--- src/rtl/ctrl_pkg.sv ---
// Shared types for the multi-cycle sequencer: FSM states, instruction classes
// and the latched control fields pulled from the instruction word.
package ctrl_pkg;

    typedef enum logic [2:0] {
        IDLE,
        FETCH,
        DECODE,
        EXEC,
        MEM,
        WB,
        ERR
    } ctrl_state_t;

    localparam logic [1:0] CLS_ARITH = 2'b00;
    localparam logic [1:0] CLS_LOGIC = 2'b01;
    localparam logic [1:0] CLS_MEM   = 2'b10;
    localparam logic [1:0] CLS_BR    = 2'b11;

    localparam int INSTR_W = 26;

    // Fields captured into the IR at fetch; every output decodes from these.
    typedef struct packed {
        logic [1:0] cls;
        logic       mode;
        logic       st;
    } ctrl_fields_t;

    function automatic ctrl_fields_t extract_fields(input logic [INSTR_W-1:0] word);
        ctrl_fields_t f;
        f.cls  = word[25:24];
        f.mode = word[23];
        f.st   = word[22];
        return f;
    endfunction

    // Arith and logic classes both write back an ALU result.
    function automatic logic is_alu_class(input logic [1:0] cls);
        return (cls == CLS_ARITH) || (cls == CLS_LOGIC);
    endfunction

endpackage

--- src/rtl/mem_wait_timer.sv ---
// Counts cycles spent waiting on data memory; expire marks the last
// cycle allowed before the sequencer gives up with a timeout.
module mem_wait_timer #(
    parameter int TIMEOUT = 15,
    localparam int W      = $clog2(TIMEOUT + 1)
) (
    input  logic clk,
    input  logic rst,
    input  logic clear,
    input  logic enable,
    output logic expire
);

    logic [W-1:0] count;

    // NOTE: sequential state uses non-blocking assignments so every register
    // samples pre-edge values regardless of block ordering.
    always_ff @(posedge clk or posedge rst) begin
        if (rst) begin
            count <= '0;
        end else if (clear) begin
            count <= '0;
        end else if (enable && !expire) begin
            count <= count + W'(1);
        end
    end

    // count holds completed wait cycles, so TIMEOUT-1 means this is cycle TIMEOUT.
    assign expire = enable && (count == W'(TIMEOUT - 1));

endmodule

--- src/rtl/multicycle_ctrl.sv ---
// Multi-cycle sequencer: steps each instruction through FETCH/DECODE/EXEC/MEM/WB
// and drives the PC, IR, ALU, register-file and data-memory controls.
module multicycle_ctrl
    import ctrl_pkg::*;
#(
    parameter int MEM_TIMEOUT = 15,
    parameter int CNT_W       = 16
) (
    input  logic                     clk,
    input  logic                     rst,
    input  logic                     start,
    input  logic                     stop,
    input  logic [INSTR_W-1:0]       instr,
    input  logic                     imem_valid,
    input  logic                     mem_ack,
    input  logic                     cmp_true,
    output logic                     imem_req,
    output logic                     ir_load,
    output logic                     alu_imm_sel,
    output logic                     dmem_req,
    output logic                     dmem_we,
    output logic                     rf_we,
    output logic                     pc_en,
    output logic                     pc_sel_br,
    output logic                     busy,
    output logic                     err_timeout,
    output logic [CNT_W-1:0]         retired_cnt
);

    ctrl_state_t  state;
    ctrl_state_t  next_state;
    ctrl_fields_t fields;
    logic         retire;
    logic         wait_expire;

    // Only the class/mode/store bits steer the sequencer; operands belong to the datapath.
    logic unused_instr_bits;
    assign unused_instr_bits = ^instr[21:0];

    mem_wait_timer #(
        .TIMEOUT (MEM_TIMEOUT)
    ) u_wait_timer (
        .clk    (clk),
        .rst    (rst),
        .clear  (state != MEM),
        .enable (state == MEM),
        .expire (wait_expire)
    );

    always_ff @(posedge clk or posedge rst) begin
        if (rst) begin
            state       <= IDLE;
            fields      <= '0;
            retired_cnt <= '0;
        end else begin
            state <= next_state;
            if (ir_load) begin
                fields <= extract_fields(instr);
            end
            if (retire) begin
                retired_cnt <= retired_cnt + CNT_W'(1);
            end
        end
    end

    // NOTE: every signal gets a default before the case so no path leaves one
    // unassigned, which would otherwise infer a latch.
    always_comb begin
        next_state  = state;
        retire      = 1'b0;
        imem_req    = 1'b0;
        ir_load     = 1'b0;
        alu_imm_sel = 1'b0;
        dmem_req    = 1'b0;
        dmem_we     = 1'b0;
        rf_we       = 1'b0;
        pc_en       = 1'b0;
        pc_sel_br   = 1'b0;
        err_timeout = 1'b0;

        unique case (state)
            IDLE: begin
                if (start) begin
                    next_state = FETCH;
                end
            end
            FETCH: begin
                imem_req = 1'b1;
                if (imem_valid) begin
                    ir_load    = 1'b1;
                    next_state = DECODE;
                end
            end
            DECODE: begin
                next_state = EXEC;
            end
            EXEC: begin
                unique case (fields.cls)
                    CLS_ARITH, CLS_LOGIC: begin
                        alu_imm_sel = fields.mode;
                        next_state  = WB;
                    end
                    CLS_MEM: begin
                        next_state = MEM;
                    end
                    CLS_BR: begin
                        pc_en     = 1'b1;
                        pc_sel_br = fields.mode | cmp_true;
                        retire    = 1'b1;
                    end
                    default: ;
                endcase
            end
            MEM: begin
                dmem_req = 1'b1;
                dmem_we  = fields.st;
                // An ack on the expiring cycle still completes the access.
                if (mem_ack) begin
                    if (fields.st) begin
                        pc_en  = 1'b1;
                        retire = 1'b1;
                    end else begin
                        next_state = WB;
                    end
                end else if (wait_expire) begin
                    next_state = ERR;
                end
            end
            WB: begin
                rf_we       = 1'b1;
                pc_en       = 1'b1;
                alu_imm_sel = fields.mode & is_alu_class(fields.cls);
                retire      = 1'b1;
            end
            ERR: begin
                err_timeout = 1'b1;
            end
            default: begin
                next_state = IDLE;
            end
        endcase

        if (retire) begin
            next_state = stop ? IDLE : FETCH;
        end

        busy = (state != IDLE) && (state != ERR);
    end

endmodule

--- config.mk ---
export PLATFORM = sky130hd
export DESIGN_NAME = multicycle_ctrl
export DESIGN_NICKNAME = d
export VERILOG_FILES = /design/src/rtl/ctrl_pkg.sv /design/src/rtl/mem_wait_timer.sv /design/src/rtl/multicycle_ctrl.sv
export SDC_FILE = /design/constraint.sdc
export NUM_CORES = 1
export LEC_CHECK = 0
export ABC_CLOCK_PERIOD_IN_PS = 2000
export CAP_MARGIN = 30
export CELL_PAD_IN_SITES_DETAIL_PLACEMENT = 0
export CELL_PAD_IN_SITES_GLOBAL_PLACEMENT = 1
export CORE_MARGIN = 5
export CORE_UTILIZATION = 48
export CTS_BUF_LIST = sky130_fd_sc_hd__clkbuf_8
export CTS_CLUSTER_SIZE = 25
export DETAILED_ROUTE_END_ITERATION = 8
export DONT_BUFFER_PORTS = 1
export PLACE_DENSITY_LB_ADDON = 0.1
export RECOVER_POWER = 25
export SYNTH_ARGS = -nofsm -noshare
export SYNTH_HDL_FRONTEND = slang
export SYNTH_SLANG_ARGS = --single-unit
export TNS_END_PERCENT = 100
--- constraint.sdc ---
create_clock -name clk -period 2 [get_ports clk]
set_clock_uncertainty 0.05 [all_clocks]
set_input_delay 0.2 -clock clk [delete_from_list [all_inputs] [get_ports clk]]
set_output_delay 0.2 -clock clk [all_outputs]
set_load 0.1 [all_outputs]
==> flow_summary.toml <==
[clock_network]
clockRootBuffer = "clkbuf_8"
cts_tree = "done"
clk_path_buf_depth = 2
cts.sink_count = 27
cts_setup_buffers = 0
path_clk_slew_ps = 90
cts_buffers = 3
htreeDepth = 1
clk_latency_ps = 270

[critical_path]
cp.arrival_ps = 1660
cp-end-kind = "output port"
cp_max_fo = 7
critPathRequiredTime_ps = 1750
crit_path_start_kind = "flop"
crit_type = "flop to output port"

[final_layout]
antenna_cells = 0
drive_above_1_share_pct = 35.4
final_cell_mix = "21 x dfrtp_1, 21 x buf_4, 15 x xnor2_1"
area_growth_pct = 25.9
nets = 201
final_util_pct = 64.4
fillers = 251

[synthesis]
synth_area_leaders = "dfrtp_1 47%, xnor2_1 9.2%, and2_1 3.1%"
netlist_area_sq_um = 1440
async_reset_ff_share_pct = 100
ys_seq_elements = 27
synth_nets = 170
synth_largest_area_cell = "dfrtp_1"
syn_inst = 134
synth.distinct_cells = 36
synth-edff-count = 0
avgSynthCellArea_sq_um = 10.7
synth_seq_area_share_pct = 47.1
synth_top_area_share_pct = 47.1
yosys_most_used_dff = "dfrtp_1"
ys_warn_count = 0

[route]
dr.pass1.iters = 4
avgRoutedWirePerCell_microns = 15.0
ant_nets = 0
drc = 0
dr_total_vias = 1068
wl_microns = 2920
drt-vias-per-instance = 5.48
initialDrtViolationCount = 35

[floorplanning]
rows = 19
io-pin-count = 59
die_y_microns = 64.7
core-area_sq_um = 2810
dieArea_sq_um = 4180
initial_core_util_pct = 51.2
die_x_microns = 64.7

[global_routing]
grt_use_met2_pct = 25.0
gr-usage-all-layers_pct = 14.5
use_met1_pct = 17.6
antenna_found_initial = 0
gr-max-usage-layer = "met2"
use_met3_pct = 3.63
grt_first_pass_wirelength_microns = 4780
gr-total-overflow = 0
grt_max_degree = 19
grt_pass1_vias = 1053

[sta]
slew_headroom_pct = 54.3
slew_viol_final = 0
fin_ws_ps = 93.3
fmax_mhz = 524
tns_ps = 0
tightest_slew_ps = 685
rsz0062_at_grt = "no"
period_share_pct = 95.3
finalHoldViolCount = 0
setup_violations = 0
holdWs_ps = 20.0
min_period_ps = 1910

[placed_design]
io_buffers = 0
place_congestion = 0.755
hpwl_microns = 2270
place_ws_ps = 180

[min_path]
hold_path_class = "primary input to flop"

[job]
drv_cap = 0

[pwr]
power_density_nw_per_um2 = 1640
leakage_uw = 0.000816
power.total_uw = 2960
ir_worst_vdd_uv = 1180

[outcome]
outcome = "finished clean"
-- through the flow --
stage | std cells | instance area, sq um
after global placement | 188 | 1740
after CTS | 194 | 1810
final | 195 | 1810
after global routing | 195 | 1810
after detailed placement | 188 | 1740
after floorplan | 134 | 1490
-- worst max-delay path, cell delays in order, from the launching register on --
cell      delay, ps
dfrtp_1         460
buf_4           190
nand2b_4        150
and2_1          190
nor3_4          200
buf_12          200
-- worst paths after layout --
path                                  from               endpoint  slack (ps)  depth (start not counted)
max in group asynchronous              rst  u_wait_timer.count[0]         930                          3
min reg2reg                retired_cnt[14]        retired_cnt[14]         450                          1
min                              instr[25]              fields[3]          20                          1
max reg2reg                       state[0]         retired_cnt[4]         240                          5
max                               state[1]            alu_imm_sel          90                          5
min in group asynchronous              rst              fields[3]         420                          2
-- area by class of cell --
type / count / area (sq um) / share of cell area, %
Clock buffer: 3 / 41.3 / 2.29
Clock inverter: 1 / 5.00 / 0.277
Inverter: 5 / 22.5 / 1.25
Multi-Input combinational cell: 94 / 727 / 40.2
Sequential cell: 27 / 683 / 37.8
Tap cell: 31 / 38.8 / 2.15
Timing Repair Buffer: 34 / 289 / 16.0
-- cells by family (layout without fill, tap and decap cells) --
logic type | count (synthesis) | count (layout) | synth area share [%]
adder cells (fa/ha/maj) | 3 | 3 | 2.62
flip-flops | 27 | 27 | 47.1
XOR/XNOR | 17 | 17 | 10.4
AO/OA/AOI/OAI | 13 | 13 | 6.36
multiplexers | 4 | 4 | 3.14
AND/OR/NAND/NOR | 57 | 57 | 24.8
buffers and inverters | 13 | 43 | 5.67
-- routing by layer --
layer	part of all wire [%]	wire length, microns	vias to the layer above
met5	0	0	-
met4	0.58	17	0
met3	6.4	187	2
met2	51	1480	30
met1	42	1240	513
li1	-	-	523
-- registers in the layout (all words and copies together) (netlist names) --
signal and cells:
fields 4, state 3, u_wait_timer.count 4, retired_cnt 16
-- power by group --
group | switching, uW | total (uW) | internal (uW)
registers | 148 | 830 | 681
logic | 1280 | 1830 | 552
clock network | 162 | 302 | 139
-- synth_stat cells, types with 2 or more instances --
master,count
buf_6,3
dfrtp_1,27
nand4_1,7
a211oi_1,2
buf_2,2
nor3b_1,2
ha_1,3
nand2_1,6
nor3_1,5
a21oi_1,6
inv_1,5
xnor2_1,15
xor2_1,2
buf_4,2
nand3_1,8
nor2_1,6
and3b_1,2
and3_1,3
nand2b_1,3
and2_1,7
mux2_2,3
-- timing repair --
action                                  in CTS  in global routing
pin swaps                                    0                  1
resized for setup                            1                  3
endpoints found under the setup margin       1                  3
hold buffers                                 2                  1
hold endpoints to repair                    17                  1
(Power assumes the default switching activity.)
